<file path="config.mk">
export PLATFORM = sky130hd
export DESIGN_NAME = mem_arbiter
export DESIGN_NICKNAME = d
export VERILOG_FILES = /design/src/rtl/mem_arbiter.sv
export SDC_FILE = /design/constraint.sdc
export NUM_CORES = 1
export LEC_CHECK = 0
export ABC_AREA = 0
export CAP_MARGIN = 30
export CORE_MARGIN = 4
export CORE_UTILIZATION = 36
export DETAILED_ROUTE_END_ITERATION = 10
export GPL_ROUTABILITY_DRIVEN = 0
export GPL_TIMING_DRIVEN = 0
export PLACE_DENSITY = 0.76
export SYNTH_ARGS = -nofsm -noshare
export SYNTH_HDL_FRONTEND = slang
export SYNTH_SLANG_ARGS = --single-unit
</file>
<file path="constraint.sdc">
create_clock -name clk -period 1.65 [get_ports clk]
set_clock_uncertainty 0.15 [all_clocks]
set_input_delay 0.2475 -clock clk [delete_from_list [all_inputs] [get_ports clk]]
set_output_delay 0.2475 -clock clk [all_outputs]
set_load 0.005 [all_outputs]
</file>
<file path="src/rtl/mem_arbiter.sv">
// +--------------------------------------------------------------------------+
// | mem_arbiter: one-at-a-time arbiter between fetch, LSB and memory ctrl.   |
// | Optional: ARB_STARVE_GUARD_EN lets a starved fetch beat a pending load.  |
// | Rev 1.0                                                                  |
// +--------------------------------------------------------------------------+
`default_nettype none

module mem_arbiter #(
  parameter int ADDR_WIDTH   = 32,
  parameter int DATA_WIDTH   = 32,
  parameter int TYPE_WIDTH   = 7,
  parameter int STARVE_LIMIT = 4
) (
  input  logic                  clk,
  input  logic                  rst,
  input  logic                  rdy,
  input  logic                  flush,
  input  logic                  if_valid,
  input  logic [ADDR_WIDTH-1:0] if_addr,
  output logic                  if_done,
  output logic [DATA_WIDTH-1:0] if_data,
  input  logic                  ls_valid,
  input  logic [ADDR_WIDTH-1:0] ls_addr,
  input  logic [DATA_WIDTH-1:0] ls_wdata,
  input  logic [TYPE_WIDTH-1:0] ls_type,
  output logic                  ls_done,
  output logic [DATA_WIDTH-1:0] ls_rdata,
  output logic                  mc_valid,
  output logic [ADDR_WIDTH-1:0] mc_addr,
  output logic [DATA_WIDTH-1:0] mc_wdata,
  output logic [TYPE_WIDTH-1:0] mc_type,
  output logic                  mc_is_fetch,
  input  logic                  mc_done,
  input  logic [DATA_WIDTH-1:0] mc_rdata
);

  localparam logic [TYPE_WIDTH-1:0] C_TYPE_SB = TYPE_WIDTH'(16);
  localparam logic [TYPE_WIDTH-1:0] C_TYPE_SH = TYPE_WIDTH'(17);
  localparam logic [TYPE_WIDTH-1:0] C_TYPE_SW = TYPE_WIDTH'(18);

  typedef enum logic [1:0] {
    S_IDLE    = 2'd0,
    S_BUSY_LS = 2'd1,
    S_BUSY_IF = 2'd2,
    S_DRAIN   = 2'd3
  } state_e;

  state_e                  state_q, state_d;
  logic                    mc_valid_q, mc_valid_d;
  logic [ADDR_WIDTH-1:0]   mc_addr_q, mc_addr_d;
  logic [DATA_WIDTH-1:0]   mc_wdata_q, mc_wdata_d;
  logic [TYPE_WIDTH-1:0]   mc_type_q, mc_type_d;
  logic                    mc_is_fetch_q, mc_is_fetch_d;
  logic                    if_done_q, if_done_d;
  logic [DATA_WIDTH-1:0]   if_data_q, if_data_d;
  logic                    ls_done_q, ls_done_d;
  logic [DATA_WIDTH-1:0]   ls_rdata_q, ls_rdata_d;

  logic ls_store, ls_load, fetch_pri, take_ls, take_if, grant_ok;

  assign ls_store = ls_valid && (ls_type == C_TYPE_SB || ls_type == C_TYPE_SH ||
                                 ls_type == C_TYPE_SW);
  assign ls_load  = ls_valid && !ls_store;
  assign grant_ok = (state_q == S_IDLE) && !flush;
  assign take_ls  = ls_store || (ls_load && !fetch_pri);
  assign take_if  = !take_ls && if_valid;

`ifdef ARB_STARVE_GUARD_EN
  localparam int CW = (STARVE_LIMIT < 1) ? 1 : $clog2(STARVE_LIMIT + 1);
  localparam logic [CW-1:0] C_LIMIT = CW'(STARVE_LIMIT);

  logic [CW-1:0] starve_q, starve_d;

  assign fetch_pri = if_valid && (starve_q >= C_LIMIT);

  // Saturates at the limit so a long run of stores cannot wrap it back to 0.
  always_comb begin
    starve_d = starve_q;
    if (!if_valid || (grant_ok && take_if)) begin
      starve_d = '0;
    end else if (grant_ok && take_ls && (starve_q < C_LIMIT)) begin
      starve_d = starve_q + CW'(1);
    end
  end

  always_ff @(posedge clk) begin
    if (rst) begin
      starve_q <= '0;
    end else if (rdy) begin
      starve_q <= starve_d;
    end
  end
`else
  localparam int unused_starve_limit = STARVE_LIMIT;
  assign fetch_pri = 1'b0;
`endif

  always_comb begin
    state_d       = state_q;
    mc_valid_d    = mc_valid_q;
    mc_addr_d     = mc_addr_q;
    mc_wdata_d    = mc_wdata_q;
    mc_type_d     = mc_type_q;
    mc_is_fetch_d = mc_is_fetch_q;
    if_done_d     = 1'b0;
    if_data_d     = if_data_q;
    ls_done_d     = 1'b0;
    ls_rdata_d    = ls_rdata_q;
    case (state_q)
      S_IDLE: begin
        if (grant_ok && take_ls) begin
          state_d       = S_BUSY_LS;
          mc_valid_d    = 1'b1;
          mc_addr_d     = ls_addr;
          mc_wdata_d    = ls_wdata;
          mc_type_d     = ls_type;
          mc_is_fetch_d = 1'b0;
        end else if (grant_ok && take_if) begin
          state_d       = S_BUSY_IF;
          mc_valid_d    = 1'b1;
          mc_addr_d     = if_addr;
          mc_wdata_d    = '0;
          mc_type_d     = '0;
          mc_is_fetch_d = 1'b1;
        end
      end
      S_BUSY_LS: begin
        if (mc_done) begin
          state_d    = S_IDLE;
          mc_valid_d = 1'b0;
          ls_done_d  = 1'b1;
          ls_rdata_d = mc_rdata;
        end
      end
      S_BUSY_IF: begin
        // A flush coinciding with completion swallows the fetch result.
        if (mc_done) begin
          state_d    = S_IDLE;
          mc_valid_d = 1'b0;
          if (!flush) begin
            if_done_d = 1'b1;
            if_data_d = mc_rdata;
          end
        end else if (flush) begin
          state_d = S_DRAIN;
        end
      end
      S_DRAIN: begin
        if (mc_done) begin
          state_d    = S_IDLE;
          mc_valid_d = 1'b0;
        end
      end
      default: state_d = S_IDLE;
    endcase
  end

  always_ff @(posedge clk) begin
    if (rst) begin
      state_q       <= S_IDLE;
      mc_valid_q    <= 1'b0;
      mc_addr_q     <= '0;
      mc_wdata_q    <= '0;
      mc_type_q     <= '0;
      mc_is_fetch_q <= 1'b0;
      if_done_q     <= 1'b0;
      if_data_q     <= '0;
      ls_done_q     <= 1'b0;
      ls_rdata_q    <= '0;
    end else if (rdy) begin
      state_q       <= state_d;
      mc_valid_q    <= mc_valid_d;
      mc_addr_q     <= mc_addr_d;
      mc_wdata_q    <= mc_wdata_d;
      mc_type_q     <= mc_type_d;
      mc_is_fetch_q <= mc_is_fetch_d;
      if_done_q     <= if_done_d;
      if_data_q     <= if_data_d;
      ls_done_q     <= ls_done_d;
      ls_rdata_q    <= ls_rdata_d;
    end
  end

  assign mc_valid    = mc_valid_q;
  assign mc_addr     = mc_addr_q;
  assign mc_wdata    = mc_wdata_q;
  assign mc_type     = mc_type_q;
  assign mc_is_fetch = mc_is_fetch_q;
  assign if_done     = if_done_q;
  assign if_data     = if_data_q;
  assign ls_done     = ls_done_q;
  assign ls_rdata    = ls_rdata_q;

endmodule

`default_nettype wire

</file>
* Word level (Yosys, flattened, before mapping) *
Cells that the tools add are included.
W data, S select, Z words.

storage, ports and cells
  register bits = 141
  bits of input ports = 142
  output and inout port bits = 139

cells by class
  eq/ne operators = 10
  muxes and demuxes = 22
  bitwise operators = 1
  reductions and logical operators = 21

operators by type and width
  kind                  number
  $mux W32              4
  $eq A7 B5 Y1 const B  3
  $mux W7               2
  $mux W2               5
  $mux W1               9
  $reduce_and A3 Y1     3
  $reduce_and A4 Y1     2
  $logic_and A1 B1 Y1   6
  $pmux W2 S3           1
  $eq A2 B2 Y1 const B  2
  $ne A2 B1 Y1 const B  2
  $logic_not A1 Y1      3
  $logic_or A1 B1 Y1    3
  $ne A3 B1 Y1 const B  1
  $ne A3 B3 Y1 const B  1
  $reduce_or A3 Y1      1
  $eq A2 B1 Y1 const B  1
  $logic_not A2 Y1      1
  $pmux W1 S2           1
  $reduce_bool A2 Y1    1
  $reduce_or A2 Y1      1
  $not A1 Y1            1

* Depth between registers and ports, before layout *
Gate-level depths: netlist of the first run.

  depth in word-level cells = 13
  mapped depth = 6

* Least setup slack after synthesis of the first run *
Ideal clock, no wire load.

  path kind = input -> register
  start = in flush
  end = reg mc_addr_q[28], in the netlist mc_addr[28]
  library setup time = 0.133 ns
  arrival time = 1.391 ns
  required time = 1.367 ns
  slack = -0.024 ns
  cell stages on the path = 6
  path through = buf_2 -> or4b_4 -> buf_6 -> nor2_8 -> buf_6 -> a311oi_1

between the ends
  longest elaborated chain between the ends = 5
  elaborated cells on any way between the ends = 7
  those cells by class = mux (1); reduce/logical (6)

ends and longest elaborated chain
  what                                    line      RTL
  start, declared                         17        input logic flush,
  $logic_not A1 Y1 (*)                    -
  $logic_and A1 B1 Y1 (*)                 64        assign grant_ok = (state_q == S_IDLE) && !flush;
  $logic_and A1 B1 Y1 (on tied branches)  111, 118
  $reduce_bool A2 Y1 (no line)            -
  $reduce_and A3 Y1 (no line)             -
  end signal, assigned                    173       mc_addr_q <= mc_addr_d;
  end, declared                           50        logic [ADDR_WIDTH-1:0] mc_addr_q, mc_addr_d;

Mark *: on every way between the ends. The rest lies on a longest branch, timed or not.
A chain may end at the register's enable or synchronous reset.

* Worst setup path in the final report of the first run *
  start = reg state_q[1]
  end = reg mc_addr_q[19], in the netlist mc_addr[19]

between the ends
  longest elaborated chain between the ends = 5
  elaborated cells on any way between the ends = 7
  those cells by class = mux (1); reduce/logical (6)

ends and longest elaborated chain
  what                                    line      RTL
  start, declared                         48        state_e state_q, state_d;
  start signal, assigned                  171       state_q <= state_d;
  $logic_not A2 Y1 (*)                    64, 109
  $logic_and A1 B1 Y1                     64
  $logic_and A1 B1 Y1 (on tied branches)  111, 118
  $reduce_bool A2 Y1 (no line)            -
  $reduce_and A3 Y1 (no line)             -

Marked as above.

==> key figures, run 1 <==
Clock network
  • Clk_lat worst skew: around 0.41 ns
  • Clk pin slew, worst setup/hold paths: around 0.060 ns
  • Longest Clk Path Bufs: 2
  • Cts bufs inserted: 17
  • H-tree depth: 4
  • Hold Buf Count CTS: 0
  • CTS Root Buffer Type: clkbuf_16
  • Clock Sinks: roughly 140
  • CTS tree: built

Run status
  • Status: complete, but fails checks
  • Failing checks: negative setup slack

Pwr
  • Switching share of power: roughly a quarter
  • Power share of the sequential group: ~41%
  • Int Power: 6.55 mW
  • VDD IR max: ~0.66 mV
  • Pwr/cell area: roughly 850 nW/um^2
  • Clock power share: roughly two fifths
  • Pwr Total: between 8 and 9 mW
  • Static Leak: between 4 and 5 nW
  • Combinational power share: about 17%
  • Sw Pwr: approximately 2.3 mW

Floorplanning
  • # IOs: between 200 and 300
  • Std cell rows: 45
  • DIE WIDTH: 133 um
  • Die Area: approximately 18000 sq um
  • Core area: ~15000 sq um
  • Initial core utilization: ~37%
  • Die Y: approximately 130 um

Detailed routing
  • Routed WL per cell: between 15 and 20 um
  • Final antenna-violating net count: 0
  • Total iterations of the first detailed-routing run: 6
  • Routed wire length: about 23000 um
  • Drt drc: 0
  • Vias per inst: ~5.4
  • Vias: approximately 6.5k
  • Initial DRC Count: about 350

Synth
  • Ys Warns: 0
  • Cell variety after synth: 31
  • Synth Cell Area: around 5600 sq um
  • Area contributors post-synth: dfxtp_1, a21oi_1, nand2_1, o21ai_0, nand3_1
  • Mapped Cells: 688
  • Yosys top cell area share: 50.4%
  • Largest area contributor in the netlist: dfxtp_1
  • Seq/Total Area, Yosys: about half
  • Syn Area/Cell: slightly above 8 sq um
  • Number of synthesized register bits: 141
  • Synthesized net count: between 800 and 900

Finish
  • # nets final: roughly 1.2k
  • Area taken by multi-input logic gates: a little over 3000 sq um
  • Final Non-Filler Cells: 1213
  • Layout cells sized above 1: ~26%
  • Fillers: about 1.2k
  • Most common cell after layout, fill and taps aside: clkdlybuf4s50_1
  • Cell area after layout: 10400 sq um
  • Most frequent cells in the layout: clkdlybuf4s50_1, dfxtp_1, nand2_1, dlygate4sd2_1, a21oi_1
  • FF+latch area: approximately 2800 sq um
  • Area growth, synth to finish: 85.0%

Timing
  • Actual slew at the worst max-slew pin: between 0.8 and 0.9 ns
  • Peak Freq: roughly 560 MHz
  • Final setup viols: 74
  • Slew Limit Fails: 0
  • Post-layout minimum cycle time: between 1.5 and 2 ns
  • Final hold vios: 0
  • TNS Setup: -4.45 ns
  • Rel. slew slack: around 41%
  • Final WS setup: -0.121 ns
  • RSZ-0062 raised after global routing: yes
  • Fin crit share: 107%

GRT
  • GRT overflow: 0
  • Largest net degree at the start of global routing: 17
  • First-pass GRT wire length: about 32000 um
  • Initial antenna violation count: 0
  • Vias in the first global route: ~5.8k
  • All-layer global routing usage: roughly 22%

Critical path
  • Worst Setup Path Type: reg -> reg
  • WP data arrival: slightly below 2 ns
  • CP Data Required Time: approximately 1.8 ns
  • Startpoint Class: flip-flop
  • CP endpoint kind: flip-flop
  • Worst-path maximum fanout: 6

Hold path
  • Worst Hold Class: in -> reg

Placed design
  • Cell area after placement: around 8600 sq um
  • Dpl cells: 1153
  • IO Port Bufs: ~280
  • Hpwl dp: between 15000 and 20000 um

Flow run
  • Maxcap violations: 0
## flip-flops by register name (all words and copies together) (netlist names)
name,count
ls_done,1
mc_addr,32
mc_type,7
mc_valid,1
ls_rdata,32
mc_is_fetch,1
state_q,2
if_done,1
mc_wdata,32
if_data,32
## kinds of logic (layout without fill, tap and decap cells)
logic type      count (synthesis)  count (layout)  share of synthesized area (%)
compound gates                250             250                           24.9
simple gates                  220             220                           18.4
flops                         141             141                           50.4
buf+inv                        77             413                           6.26
other cells                     0               1                              0
## power by group through the flow
stage | clock network, mW | registers, mW | logic [mW]
floorplan | 0 | 3.66 | 0.470
global placement | 0 | 3.64 | 1.21
detailed placement | 0 | 3.65 | 1.22
CTS | 3.74 | 3.57 | 1.22
global route | 3.89 | 3.59 | 1.63
finish | 3.70 | 3.58 | 1.53
## worst paths after layout
| check | to | startpoint | slack (ns) | cells after the start |
|---|---|---|---|---|
| hold reg to reg | ls_rdata[15]$_SDFFE_PP0P_ | ls_rdata[15]$_SDFFE_PP0P_ | 0.30 | 2 |
| hold / removal | state_q[0]$_SDFFE_PP0P_ | flush | 0.16 | 4 |
| setup / recovery | mc_addr[19]$_SDFFE_PP0P_ | state_q[1]$_SDFFE_PP0P_ | -0.12 | 7 |
| setup reg to reg | mc_addr[19]$_SDFFE_PP0P_ | state_q[1]$_SDFFE_PP0P_ | -0.12 | 7 |
## layout make-up
cell class,count,area share [%]
clock buffer,22,4.68
inverter,3,0.109
timing repair buffer,310,30.2
antenna,1,0.0242
tap,188,2.27
buffer,69,5.05
sequential,141,27.4
multi-input combinational,470,29.5
clock inverter,9,0.834
## cells in the mapped netlist
cell type and number:
inv_1 3, nor3b_2 1, nor4b_4 1, nor4b_2 1
nand4b_1 1, clkbuf_1 51, nor2_8 1, a22oi_1 1
a311oi_1 32, buf_2 16, a211oi_1 1, nand3b_1 2
or4b_4 1, nor2_1 3, dfxtp_1 141, o31ai_1 1
and4b_1 1, nor2_4 1, or3b_2 2, buf_4 3
nand2_1 131, o21ai_0 73, buf_6 4, or4b_1 1
a21oi_1 138, a221oi_1 1, and2_1 1, or2_2 1
o21bai_1 1, a221o_1 2, nand3_1 71
## metal layers
metal / routed length [um] / track usage (%) / vias up / share of wire, %
li1: - / - / 3095 / -
met1: 9480 / 28.1 / 3097 / 41
met2: 11400 / 36.1 / 261 / 49
met3: 1850 / 7.68 / 38 / 7.9
met4: 503 / 7.22 / 0 / 2.2
met5: 0 / 0 / - / 0
## stage by stage
stage	utilization, %	worst slack (ns)	hold slack [ns]
global placement	56.6	-0.649	0.291
detailed placement	56.6	-0.675	0.299
finish	68.1	-0.121	0.155
global route	68.1	-0.185	0.156
CTS	60.6	-0.0731	0.0804
floorplan	-	-0.0111	0.209
## critical path, cell delays in order, from the launching register on
cell and delay (ns):
dfxtp_2 0.33, buf_6 0.14, nor4b_4 0.25, buf_4 0.19, buf_12 0.15, clkbuf_16 0.15, a21oi_1 0.07, a311oi_1 0.25
## repair_timing
action / in CTS / in global routing
setup buffers: 3 / 17
endpoints found under the setup margin: 254 / 154
gates resized for setup: 188 / 280
pin swaps: 8 / 149
cloned: 2 / 11
Power figures use the tool's default switching activity.
==> run 2, diff against run 1 <==
- CORE_MARGIN: 4 -> 8
==> run 2 against run 1 <==
Compared with the run above: the run still ends with negative setup slack left; critical path depth down 2; via count down 2.4%; combinational power down 16%; power up 1.2%; cell count down 1.5%; largest power group unchanged; highest routed layer unchanged.
==> key figures, run 2 (same netlist as run 1, synthesis figures left out) <==
Finish
  • Most common cell after layout, fill and taps aside: dfxtp_1
  • Area growth, synth to finish: 68.9%
  • # nets final: 1136
  • Post-route core utilization: between 60 and 70%
  • Layout cells sized above 1: a little under an eighth
  • Final Non-Filler Cells: 1195
  • Most frequent cells in the layout: dfxtp_1, clkdlybuf4s50_1, dlygate4sd2_1, a21oi_1, nand2_1
  • Fillers: 1378
  • Area taken by multi-input logic gates: ~2500 sq um
  • FF+latch area: 2830 sq um

Pwr
  • Static Leak: 4.04 nW
  • VDD IR max: approximately 0.75 mV
  • Pwr Total: between 8 and 9 mW
  • Pwr/cell area: 945 nW/um^2

GRT
  • Largest net degree at the start of global routing: 17
  • Routing usage on met2: between 30% and 40%
  • First-pass GRT wire length: approximately 34000 um
  • Initial antenna violation count: 0
  • All-layer global routing usage: ~22%
  • Vias in the first global route: between 6k and 7k
  • Met3 Use GR: ~8.7%
  • Busiest grt layer: met2
  • GR Util met1: between 20% and 30%
  • GRT overflow: 0

Timing
  • Rel. slew slack: 54.6%
  • Peak Freq: ~570 MHz
  • Final setup viols: 60
  • RSZ-0062 raised after global routing: yes
  • Actual slew at the worst max-slew pin: 0.681 ns
  • Final WS setup: -0.106 ns
  • Final hold slack: around 0.09 ns
  • Final hold vios: 0
  • Slew Limit Fails: 0
  • Fin crit share: 106%
  • Post-layout minimum cycle time: 1.76 ns

Critical path
  • WP data arrival: 1.88 ns
  • Startpoint Class: flip-flop
  • Worst Setup Path Type: reg -> reg
  • Worst-path maximum fanout: 10
  • CP Data Required Time: around 1.8 ns
  • CP endpoint kind: flip-flop

Floorplanning
  • Std cell rows: 45
  • Core area: approximately 15000 sq um
  • DIE WIDTH: approximately 140 um
  • Die Y: around 140 um
  • # IOs: roughly 280
  • Initial core utilization: approximately 37%
  • Die Area: between 15000 and 20000 sq um

Run status
  • Failing checks: negative setup slack
  • Status: complete, but fails checks

Clock network
  • CTS Root Buffer Type: clkbuf_16
  • Longest Clk Path Bufs: 2
  • H-tree depth: 4
  • Clk_lat worst skew: roughly 0.4 ns
  • Clk pin slew, worst setup/hold paths: ~0.060 ns
  • Cts bufs inserted: 17
  • Clock Sinks: about 140
  • CTS tree: built

Placed design
  • IO Port Bufs: 277
  • Dpl cells: approximately 1.2k
  • Hpwl dp: 16700 um

Hold path
  • Worst Hold Class: in -> reg

Detailed routing
  • Initial DRC Count: around 300
  • Vias per inst: between 5 and 6
  • Routed wire length: 22400 um
  • Final antenna-violating net count: 0
  • Total iterations of the first detailed-routing run: 5
  • Vias: ~6.3k
  • Routed WL per cell: 18.8 um
  • Drt drc: 0

Flow run
  • Maxcap violations: 0
## run 2: layout make-up
cell class / instances / share of cell area (%)
clock inverters: 10 / 1.73
multi-input cells: 470 / 26.6
diodes: 1 / 0.0265
inverters: 3 / 0.119
flip-flops and latches: 141 / 29.9
clock buffers: 21 / 4.87
repair buffers: 291 / 29.0
plain buffers: 70 / 5.32
well taps: 188 / 2.49
## run 2: per-stage QoR
step	setup TNS, ns	cell area (sq um)	setup slack [ns]
after floorplan	-0.507	5600	-0.0111
after global placement	-78.29	8610	-0.691
after detailed placement	-77.02	8610	-0.672
after CTS	-3.31	9250	-0.0903
after global routing	-8.52	9450	-0.158
final	-3.80	9450	-0.106
## run 2: critical path, cell delays in order (launching register included)
cell and delay [ns]:
dfxtp_1 0.33, or4b_4 0.56, buf_6 0.17, nor2_8 0.15, buf_8 0.16, a311oi_1 0.09
## run 2: final timing paths
| check | startpoint | to | slack, ns | depth (start not counted) |
|---|---|---|---|---|
| min reg2reg | ls_rdata[3]$_SDFFE_PP0P_ | ls_rdata[3]$_SDFFE_PP0P_ | 0.30 | 2 |
| max reg2reg | state_q[1]$_SDFFE_PP0P_ | mc_addr[17]$_SDFFE_PP0P_ | -0.11 | 5 |
| min | flush | if_data[31]$_SDFFE_PP0P_ | 0.09 | 4 |
| max | state_q[1]$_SDFFE_PP0P_ | mc_addr[17]$_SDFFE_PP0P_ | -0.11 | 5 |
## run 2: power breakdown
part / switching, mW / internal (mW) / total (mW) / leakage (nW)
Clock: 1.47 / 2.60 / 4.08 / 0.303
Combinational: 0.605 / 0.675 / 1.28 / 2.59
Sequential: 0.0545 / 3.52 / 3.57 / 1.14
Total: 2.13 / 6.80 / 8.93 / 4.04
## run 2: timing repair
action	in CTS	in global routing
cloned	1	2
pin swaps	14	24
hold buffers	0	0
setup buffers	4	7
gates resized for setup	202	86
endpoints found under the setup margin	271	137
hold endpoints to repair	0	0
## run 2: routing by layer
metal	part of all wire, %	wire (um)
met1	41	9120
met3	8.9	2010
met5	0	0
met2	48	10700
met4	2.7	596
==> run 3, diff against run 2 <==
- CORE_MARGIN: 8 -> default
==> run 3 against run 2 <==
Compared with the run above: the run still ends with negative setup slack left; die area down 19%; cell count about the same; non-clock buffer count up 1.
==> key figures, run 3 (same netlist as run 1, synthesis figures left out) <==
GRT
  • GR Util met1: between 20 and 30%
  • Busiest grt layer: met2
  • All-layer global routing usage: roughly a quarter
  • First-pass GRT wire length: ~32000 um
  • Met3 Use GR: a little under a tenth
  • Vias in the first global route: roughly 6.3k
  • Routing usage on met2: a little over two fifths
  • GRT overflow: 0
  • Largest net degree at the start of global routing: 17
  • Initial antenna violation count: 0

Floorplanning
  • Std cell rows: 45
  • Core area: 15200 sq um
  • Die Area: approximately 16000 sq um
  • # IOs: roughly 280
  • Die Y: 127 um
  • Initial core utilization: between 30% and 40%
  • DIE WIDTH: about 130 um

Placed design
  • Cell area after placement: 8610 sq um
  • IO Port Bufs: around 280
  • Hpwl dp: 14400 um
  • Pre-CTS WS: -0.691 ns

Critical path
  • Startpoint Class: flip-flop
  • Reg2reg start: state_q[1]$_SDFFE_PP0P_
  • CP max stage cell: or4b_4
  • CP top delay family: simple AND/OR/NAND/NOR gates
  • CP Data Required Time: between 1.5 and 2 ns
  • CP endpoint kind: flip-flop
  • Buffers & Inverters on Critical Path: 2
  • Worst Setup Path Type: reg -> reg
  • Critical path launch point: state_q[1]$_SDFFE_PP0P_
  • CP max stage delay: roughly 0.56 ns
  • Worst-path maximum fanout: 10
  • WP data arrival: ~1.9 ns
  • Worst-path cell chain: or4b_4 -> buf_6 -> nor2_8 -> buf_8 -> a311oi_2

Timing
  • Actual slew at the worst max-slew pin: approximately 0.79 ns
  • Final hold vios: 0
  • Post-layout minimum cycle time: 1.75 ns
  • RSZ-0062 raised after global routing: yes
  • Fin crit share: 106%
  • Slew Limit Fails: 0
  • Final WS setup: -0.0966 ns
  • Peak Freq: between 500 and 600 MHz
  • Final setup viols: 56
  • Rel. slew slack: between 40% and 50%

Clock network
  • Clk_lat worst skew: approximately 0.41 ns
  • Clk pin slew, worst setup/hold paths: around 0.06 ns
  • CTS Root Buffer Type: clkbuf_16
  • Clock Sinks: ~140
  • H-tree depth: 4
  • CTS tree: built
  • Longest Clk Path Bufs: 2
  • Cts bufs inserted: 17

Finish
  • Area growth, synth to finish: 73.5%
  • # nets final: 1137
  • Fillers: 1346
  • Most frequent cells in the layout: clkdlybuf4s50_1, dfxtp_1, nand2_1, dlygate4sd2_1, a21oi_1
  • Cell area after layout: about 9700 sq um
  • Layout cells sized above 1: 15.6%
  • Most common cell after layout, fill and taps aside: clkdlybuf4s50_1
  • Ant. Diodes: 0

Detailed routing
  • Routed wire length: between 20000 and 25000 um
  • Vias per inst: 5.31
  • Drt drc: 0
  • Final antenna-violating net count: 0
  • Routed WL per cell: 17.4 um
  • Initial DRC Count: 329
  • Vias: ~6.4k
  • Total iterations of the first detailed-routing run: 4

Pwr
  • Pwr/cell area: 933 nW/um^2
  • VDD IR max: approximately 0.84 mV
  • Static Leak: 4.17 nW

Run status
  • Failing checks: negative setup slack
  • Status: complete, but fails checks

Flow run
  • Maxcap violations: 0

Hold path
  • Hold path start: flush
  • Worst Hold Class: in -> reg
-- run 3: per-stage QoR --
stage	utilization, %	power (mW)	setup TNS [ns]	hold slack (ns)	instances
6_report	63.9	9.06	-2.79	0.0732	1196
5_1_grt	63.9	9.39	-8.70	0.0908	1196
4_1_cts	61.0	8.97	-2.38	0.0654	1186
3_5_place_dp	56.6	4.86	-80.05	0.296	1153
3_3_place_gp	56.6	4.85	-77.28	0.291	1153
2_1_floorplan	-	4.13	-0.507	0.209	688
-- run 3: per-layer routing --
layer  vias up  part of all wire, %
li1       3048                    -
met1      3002                   41
met2       256                   47
met3        49                  8.8
met4         0                  3.2
met5         -                    0
-- run 3: repair_timing --
item | 4_1_cts | 5_1_grt
setup endpoints to repair | 267 | 141
gates resized for setup | 213 | 123
pin swaps | 5 | 69
gates cloned | 0 | 4
setup buffers | 3 | 8
hold buffers | 0 | 0
-- run 3: final cells by class --
cell class / count / area, sq um / area share (%)
tap: 188 / 235 / 2.42
sequential: 141 / 2830 / 29.2
clock inverter: 13 / 185 / 1.91
multi-input combinational: 470 / 2630 / 27.1
inverter: 3 / 11.3 / 0.116
timing repair buffer: 291 / 2840 / 29.3
buffer: 71 / 518 / 5.34
clock buffer: 19 / 453 / 4.67
-- run 3: worst reg2reg max path, stage by stage (launching register included) --
cell and delay, ns:
dfxtp_2 0.33, or4b_4 0.56, buf_6 0.17, nor2_8 0.14, buf_8 0.16, a311oi_2 0.10
-- run 3: worst paths after layout --
path	to	slack [ns]	cells after the start
setup / recovery	mc_addr[13]$_SDFFE_PP0P_	-0.1	5
hold / removal	if_data[0]$_SDFFE_PP0P_	0.07	4
setup reg to reg	mc_addr[13]$_SDFFE_PP0P_	-0.1	5
hold reg to reg	ls_rdata[11]$_SDFFE_PP0P_	0.30	2
-- run 3: report_power, final --
part	internal, mW	switching (mW)	leakage [nW]
combinational	0.714	0.632	2.71
clock	2.62	1.52	0.315
sequential	3.52	0.0564	1.15
total	6.86	2.20	4.17
